### config.mk
export PLATFORM = sky130hd
export DESIGN_NAME = fsm_counter_mod
export DESIGN_NICKNAME = d
export VERILOG_FILES = /design/src/rtl/fsm_counter_pkg.sv /design/src/rtl/counter_step.sv /design/src/rtl/fsm_counter_mod.sv
export SDC_FILE = /design/constraint.sdc
export NUM_CORES = 1
export LEC_CHECK = 0
export CORE_MARGIN = 8
export CORE_UTILIZATION = 46
export CTS_CLUSTER_DIAMETER = 60
export DETAILED_ROUTE_END_ITERATION = 10
export PLACE_DENSITY = 0.76
export SLEW_MARGIN = 20
export SYNTH_ARGS = -nofsm -noshare
export SYNTH_HDL_FRONTEND = slang
export SYNTH_SLANG_ARGS = --single-unit
### constraint.sdc
create_clock -name clk -period 2.05 [get_ports clk]
set_input_delay 0.5125 -clock clk [delete_from_list [all_inputs] [get_ports clk]]
set_output_delay 0.5125 -clock clk [all_outputs]
set_load 0.1 [all_outputs]
### src/rtl/fsm_counter_pkg.sv
// fsm_counter_pkg: shared encodings and state classification for the up/down modulus counter.
package fsm_counter_pkg;
    localparam logic MODE_WRAP = 1'b0;
    localparam logic MODE_SAT  = 1'b1;
    localparam logic DIR_DN    = 1'b0;
    localparam logic DIR_UP    = 1'b1;

    typedef enum logic [1:0] {AT_ZERO, MID, AT_MAX} state_e;

    // Equality-only boundary detection, so non-power-of-two moduli work.
    function automatic state_e classify(input int unsigned c, input int unsigned max);
        if (c == 0) return AT_ZERO;
        if (c == max) return AT_MAX;
        return MID;
    endfunction
endpackage

### src/rtl/counter_step.sv
// counter_step: next-count and boundary events for one enabled step of the counter.
module counter_step
    import fsm_counter_pkg::*;
#(
    parameter int unsigned WIDTH = 8,
    parameter int unsigned MAX   = 2**WIDTH-1
) (
    input  logic [WIDTH-1:0] count,
    input  state_e           state,
    input  logic             up_dn,
    input  logic             mode_sat,
    output logic [WIDTH-1:0] next,
    output logic             wrap_ev,
    output logic             sat_ev
);
    localparam logic [WIDTH-1:0] MAX_W = WIDTH'(MAX);

    logic up;
    logic hit;

    always_comb begin
        up      = up_dn == DIR_UP;
        hit     = up ? state == AT_MAX : state == AT_ZERO;
        next    = hit ? (mode_sat == MODE_SAT ? count : up ? '0 : MAX_W)
                      : up ? count + 1'b1 : count - 1'b1;
        wrap_ev = hit && mode_sat == MODE_WRAP;
        sat_ev  = hit && mode_sat == MODE_SAT;
    end
endmodule

### src/rtl/fsm_counter_mod.sv
// fsm_counter_mod: WIDTH-bit up/down counter over 0..MAX with clear/load priority,
// wrap or saturate at the boundary, registered wrap pulse and sticky sat flag.
module fsm_counter_mod
    import fsm_counter_pkg::*;
#(
    parameter int unsigned WIDTH = 8,
    parameter int unsigned MAX   = 2**WIDTH-1
) (
    input  logic             clk,
    input  logic             reset_n,
    input  logic             en,
    input  logic             up_dn,
    input  logic             mode_sat,
    input  logic             clear,
    input  logic             load,
    input  logic [WIDTH-1:0] load_val,
    output logic [WIDTH-1:0] count,
    output logic             wrap,
    output logic             sat
);
    localparam logic [WIDTH-1:0] MAX_W = WIDTH'(MAX);

    logic [WIDTH-1:0] count_q, count_d, step_next, load_clamp;
    logic             wrap_q, wrap_d, sat_q, sat_d, wrap_ev, sat_ev;
    state_e           state_q, state_d;

    counter_step #(.WIDTH(WIDTH), .MAX(MAX)) u_step (
        .count    (count_q),
        .state    (state_q),
        .up_dn    (up_dn),
        .mode_sat (mode_sat),
        .next     (step_next),
        .wrap_ev  (wrap_ev),
        .sat_ev   (sat_ev)
    );

    always_ff @(posedge clk or negedge reset_n) begin
        if (!reset_n) begin
            count_q <= '0;
            wrap_q  <= 1'b0;
            sat_q   <= 1'b0;
            state_q <= AT_ZERO;
        end else begin
            count_q <= count_d;
            wrap_q  <= wrap_d;
            sat_q   <= sat_d;
            state_q <= state_d;
        end
    end

    // State tracks the registered count, so it is classified from the count being loaded.
    always_comb begin
        load_clamp = load_val > MAX_W ? MAX_W : load_val;
        count_d    = clear ? '0 : load ? load_clamp : en ? step_next : count_q;
        wrap_d     = !clear && !load && en && wrap_ev;
        sat_d      = !clear && !load && (sat_q || (en && sat_ev));
        state_d    = classify(32'(count_d), MAX);
    end

    always_comb begin
        count = count_q;
        wrap  = wrap_q;
        sat   = sat_q;
    end
endmodule
# Word-level counts from Yosys, hierarchy flattened

Index checks and enable logic that the tools add are counted.

Bits of input ports: 15
Flip-flop bits (word level): 12
Output and inout port bits: 10
Word-level logic and storage cells: 38

$add $sub $neg: 2
Reduce and logical (&&, ||, !) cells: 12
Mux-type cells: 16
Bitwise logic cells: 1
Order comparisons: 1
Equal/unequal tests: 2

Operators by type and width:

| cell                | count |
|---|---|
| $mux 8              | 8 |
| $add 8x1->8 const B | 1 |
| $eq 8x8->1 const B  | 1 |
| $gt 8x8->1 const B  | 1 |
| $logic_not 8->1     | 1 |
| $mux 2              | 4 |
| $sub 8x1->8 const B | 1 |
| $logic_and 1x1->1   | 7 |
| $mux 1              | 4 |
| $eq 2x2->1 const B  | 1 |
| $logic_not 1->1     | 2 |
| $logic_not 2->1     | 1 |
| $logic_or 1x1->1    | 1 |
| $not 1->1           | 1 |

# Depth between registers and ports, before layout

Gate-level depths: netlist of run 1.

Depth after elaboration: 11
Depth in mapped cells: 10
Depth with buffers taken out: 9

# Modules after synthesis

Synthesis of run 1 repeated with hierarchy kept, for this count alone.

Cell total of the unflattened synthesis: 116
Area total of the unflattened synthesis: 1,082.3 µm²

By module, submodules not included:

| module          | instances | seq. area each (µm²) | cells an instance | area each (µm²) |
|---|---|---|---|---|
| fsm_counter_mod | 1         | 300.3                | 50                | 608.1 |
| counter_step    | 1         | 0.0                  | 66                | 474.2 |

# Least setup slack after synthesis of run 1

OpenSTA, ideal clock, no wires.

Path kind: reg2reg
Start point: register count_q[2] (netlist: count[2])
End point: register state_q[0]
Library setup time: 73 ps
Stages on the path, launching flop included: 9
Data required time: 1,977 ps
Clock period less this slack: 2,771 ps
Arrival time: 2,699 ps
Slack: -721 ps
Buffers on the path: 0
Path through: dfrtp_1 > ha_1 > and3_1 > a22o_1 > o41ai_2 > nor4_1 > or3_4 > nand4b_2 > a2bb2oi_2

Word-level cells in the longest chain between the ends: 11
Elaborated cells between the ends (all ways): 16
Those cells by class: add/sub (2); eq/ne (1); mux (12); reduce/logical (1)

RTL lines:

| element                                           | RTL line              | source |
|---|---|---|
| start: declaration                                | fsm_counter_mod.sv:23 | `logic [WIDTH-1:0] count_q, count_d, step_next, load_clamp;` |
| start signal: assignment                          | fsm_counter_mod.sv:44 | `count_q <= count_d;` |
| $sub 8x1->8 / $add 8x1->8 (equally long branches) | counter_step.sv:25    | `: up ? count + 1'b1 : count - 1'b1;` |
| $mux 8 (*)                                        | counter_step.sv:25    |  |
| $mux 8 (*)                                        | counter_step.sv:24    | `next = hit ? (mode_sat == MODE_SAT ? count : up ? '0 : MAX_W)` |
| $mux 8 (*) (3 in series)                          | fsm_counter_mod.sv:54 | `count_d = clear ? '0 : load ? load_clamp : en ? step_next : count_q;` |
| named net count_d[7]                              | fsm_counter_mod.sv:23 |  |
| $eq 8x8->1                                        | fsm_counter_pkg.sv:13 | `if (c == max) return AT_MAX;` |
| $mux 1 (2 in series)                              | fsm_counter_pkg.sv:13 |  |
| $mux 2                                            | fsm_counter_pkg.sv:14 | `return MID;` |
| $mux 2 (*)                                        | fsm_counter_pkg.sv:13 |  |
| named net state_d[0]                              | fsm_counter_mod.sv:25 | `state_e state_q, state_d;` |
| end signal: assignment                            | fsm_counter_mod.sv:47 | `state_q <= state_d;` |
| end: declaration                                  | fsm_counter_mod.sv:25 |  |

Mark *: on every way through the listed nets, which the timed path passes. The rest lies on a longest branch. The select of a mux whose other input is x is not followed.

# Worst setup path after layout of run 1

Start point: register count_q[1] (netlist: count[1])
End point: register state_q[0]

The elaborated chain is that of the path after synthesis.

==> flow_metrics.py, run 1 <==
metrics = {
    "power_and_ir_drop": {
        "internal-power_w": 0.000664,
        "p_clk_frac": 0.180,
        "p_leak_nw": 0.863,
        "power_switching_w": 0.000491,
        "seqPwrFrac": 0.246,
        "p_sw_frac": 0.425,
        "peakVddDrop_mv": 0.522,
        "p_per_area_nw_per_um2": 589,
        "pwr-share-comb": 0.574,
    },
    "status": {
        "violations": "setup timing",
        "run_status": "complete, but fails checks",
    },
    "logic_synthesis": {
        "syn_avg_cell_area_sq_um": 8.36,
        "synth_cells": 143,
        "synth_top_area_share": 0.251,
        "synth_top_area_cell": "dfrtp_1",
        "ys_seq_elements": 12,
        "synthTopCellsByArea": "dfrtp_1 25%, ha_1 6.3%, nor2_1 4.7%, o21ai_0 4.2%, nor3_1 3.4%",
        "ys_types": 52,
        "synth_edf_count": 0,
        "syn_area_sq_um": 1190,
        "syn_nets": 165,
        "ys_seq_area_frac": 0.251,
        "yosys_warnings": 0,
        "async_reset_ff_frac": 1.00,
        "ys_top_cells_by_count": "15 x nor2_1, 12 x dfrtp_1, 10 x o21ai_0, 8 x inv_1, 8 x nor3_1",
        "synthFlopType": "dfrtp_1",
        "synth_most_common_cell": "nor2_1",
    },
    "global_routing": {
        "gr-max-usage-layer": "met2",
        "met3_usage": 0.0554,
        "grt_usage": 0.205,
        "grt_pass1_wl_mm": 7.02,
        "grt.overflow.total": 0,
        "grt_use_met2": 0.338,
        "grt_util_met1": 0.223,
        "antenna_found_initial": 0,
        "grt_max_degree": 15,
        "grt_pass1_vias": 1551,
    },
    "finish": {
        "fin_cells": 233,
        "drive_gt1_frac": 0.419,
        "num-nets-final": 226,
        "area_growth_pct": 64.2,
        "insertedDiodeCount": 0,
    },
    "clocking": {
        "clockBufferDepth": 2,
        "cts_hold_buf": 0,
        "cts_inserted_buffers": 3,
        "cts_max_level": 1,
        "cts-root-buf": "clkbuf_4",
        "cts.sinks": 12,
        "clk-insertion-delay-late_ps": 290,
        "cts_tree": "yes",
        "path_clk_slew_ps": 90,
    },
    "drt": {
        "wire_per_inst_microns": 20.3,
        "vias": 1562,
        "detail-route-antenna-nets": 0,
        "drcViolationCount": 0,
        "drt_iter0_drc": 171,
        "dr.pass1.iters": 4,
        "totalWireLength_mm": 4.73,
        "viasPerCell": 6.70,
    },
    "placed_design": {
        "dp_slack_ps": -1030,
        "placed_cells": 225,
        "dp_hpwl_mm": 3.11,
        "gp_congestion": 0.929,
        "io_buffers": 24,
    },
    "floorplan": {
        "die_y_microns": 67.0,
        "ios": 25,
        "die_x_microns": 67.0,
        "start_util": 0.482,
        "die_area_sq_um": 4480,
        "rows": 18,
        "core_sq_um": 2480,
    },
    "sta": {
        "finalCriticalPeriod_ps": 2360,
        "hold_viol": 0,
        "finClkSkew_ps": 4.80,
        "worst-slew-pin-transition_ps": 606,
        "fin_ws_ps": -310,
        "rsz0062_at_grt": "true",
        "fmax_mhz": 424,
        "setup_viol": 4,
        "finalCritPeriodShare": 1.15,
        "slew_viol_final": 0,
        "slew_headroom": 0.595,
    },
    "worst_setup_path": {
        "cpMaxStageDelayCell": "dfrtp_2",
        "required_ps": 2270,
        "critical_path.top_delay_family": "compound AO/OA/AOI/OAI gates",
        "arrival_ps": 2580,
        "start_kind": "register",
        "path_cells": "ha_4, a21o_1, a22o_4, o41ai_4, nor4_2, or3_4, nand4b_4, a2bb2oi_2",
        "crit_path_end_kind": "register",
        "crit_type": "reg2reg",
        "cp_max_fo": 3,
        "crit_buf_inv": 0,
        "cp_slowest_stage_delay_ps": 460,
    },
    "min_path": {
        "min_path_type": "in2async",
    },
    "job": {
        "cap_viol_max_count": 0,
    },
}
cell usage in the layout (no fill, tap or decap), drive strengths merged, types with 2 or more instances in the layout:
| cell | instances |
|---|---|
| xnor2 | 2 |
| nor3 | 8 |
| o21ai | 13 |
| a21o | 3 |
| nor4 | 2 |
| nor3b | 2 |
| o21a | 3 |
| nand2 | 7 |
| dfrtp | 12 |
| a31oi | 2 |
| nor2b | 2 |
| clkbuf | 4 |
| nand2b | 4 |
| buf | 51 |
| and3 | 3 |
| a21oi | 7 |
| o211ai | 3 |
| nor2 | 16 |
| o311ai | 2 |
| inv | 8 |
| clkdlybuf4s50 | 12 |
| ha | 6 |
| a211oi | 6 |
final timing paths:
path	end	slack, ps	start	cells past startpoint
worst min register to register	sat	610	sat	2
worst max-delay path	state_q[0]	-310	count[1]	8
worst max register to register	state_q[0]	-310	count[1]	8
worst min-delay path	count[7]	590	reset_n	1
min in group clk	sat	610	sat	2
max in group asynchronous	count[0]	1030	reset_n	1
cell type report:
class                   count  area (sq um)
multi-input cells         115           935
repair buffers             64           612
fillers                   166           515
flip-flops and latches     12           307
well taps                  30          37.5
clock buffers               4          36.3
inverters                   8          35.0
registers in the layout, summed over array words and instances, names as in the netlist:
| name | flops |
|---|---|
| state_q | 2 |
| sat | 1 |
| count | 8 |
| wrap | 1 |
through the flow:
stage	TNS [ps]	power [W]	utilization	hold WS, ps	area [sq um]
4_1_cts	-478	0.00109	0.771	585	1910
2_1_floorplan	-1560	0.000598	-	217	1200
6_report	-622	0.00116	0.792	592	1960
3_5_place_dp	-6700	0.000847	0.716	563	1770
3_3_place_gp	-6210	0.000831	0.716	547	1770
5_1_grt	-823	0.00119	0.792	626	1960
logic make-up (layout without fill, tap and decap cells):
family	count (synthesis)	count (layout)	synth area share
multiplexers	1	1	0.00838
AND/OR/NAND/NOR	52	52	0.239
buffers and inverters	16	76	0.0670
adder cells (fa/ha/maj)	7	7	0.0796
AO/OA/AOI/OAI	52	52	0.327
flip-flops	12	12	0.251
XOR/XNOR	3	3	0.0283
power groups by stage:
stage	logic [W]	clock network [W]	registers, W
6_report	0.000663	0.000209	0.000284
5_1_grt	0.000691	0.000218	0.000284
4_1_cts	0.000608	0.000203	0.000281
3_5_place_dp	0.000565	0	0.000282
3_3_place_gp	0.000551	0	0.000280
2_1_floorplan	0.000204	0	0.000394
what timing repair did:
action / in CTS / in global routing
endpoints found under the setup margin: 9 / 7
setup buffers: 3 / 1
pin swaps: 10 / 7
resized for setup: 20 / 9
endpoints found under the hold margin: 0 / 0
per-layer routing:
layer,vias to the layer above,part of all wire
met5,-,0
met4,0,0.053
met3,38,0.12
met2,136,0.46
met1,726,0.37
li1,662,-
Power figures use the tool's default switching activity.
==> run 2, diff against run 1 <==
--- a/config.mk
+++ b/config.mk
@@ -9,6 +9,7 @@
 export CORE_UTILIZATION = 46
 export CTS_CLUSTER_DIAMETER = 60
 export DETAILED_ROUTE_END_ITERATION = 10
+export HOLD_SLACK_MARGIN = 0.08
 export PLACE_DENSITY = 0.76
 export SLEW_MARGIN = 20
 export SYNTH_ARGS = -nofsm -noshare
==> results of run 2 <==
Final layout, timing and power as in run 1 (identical DEF).
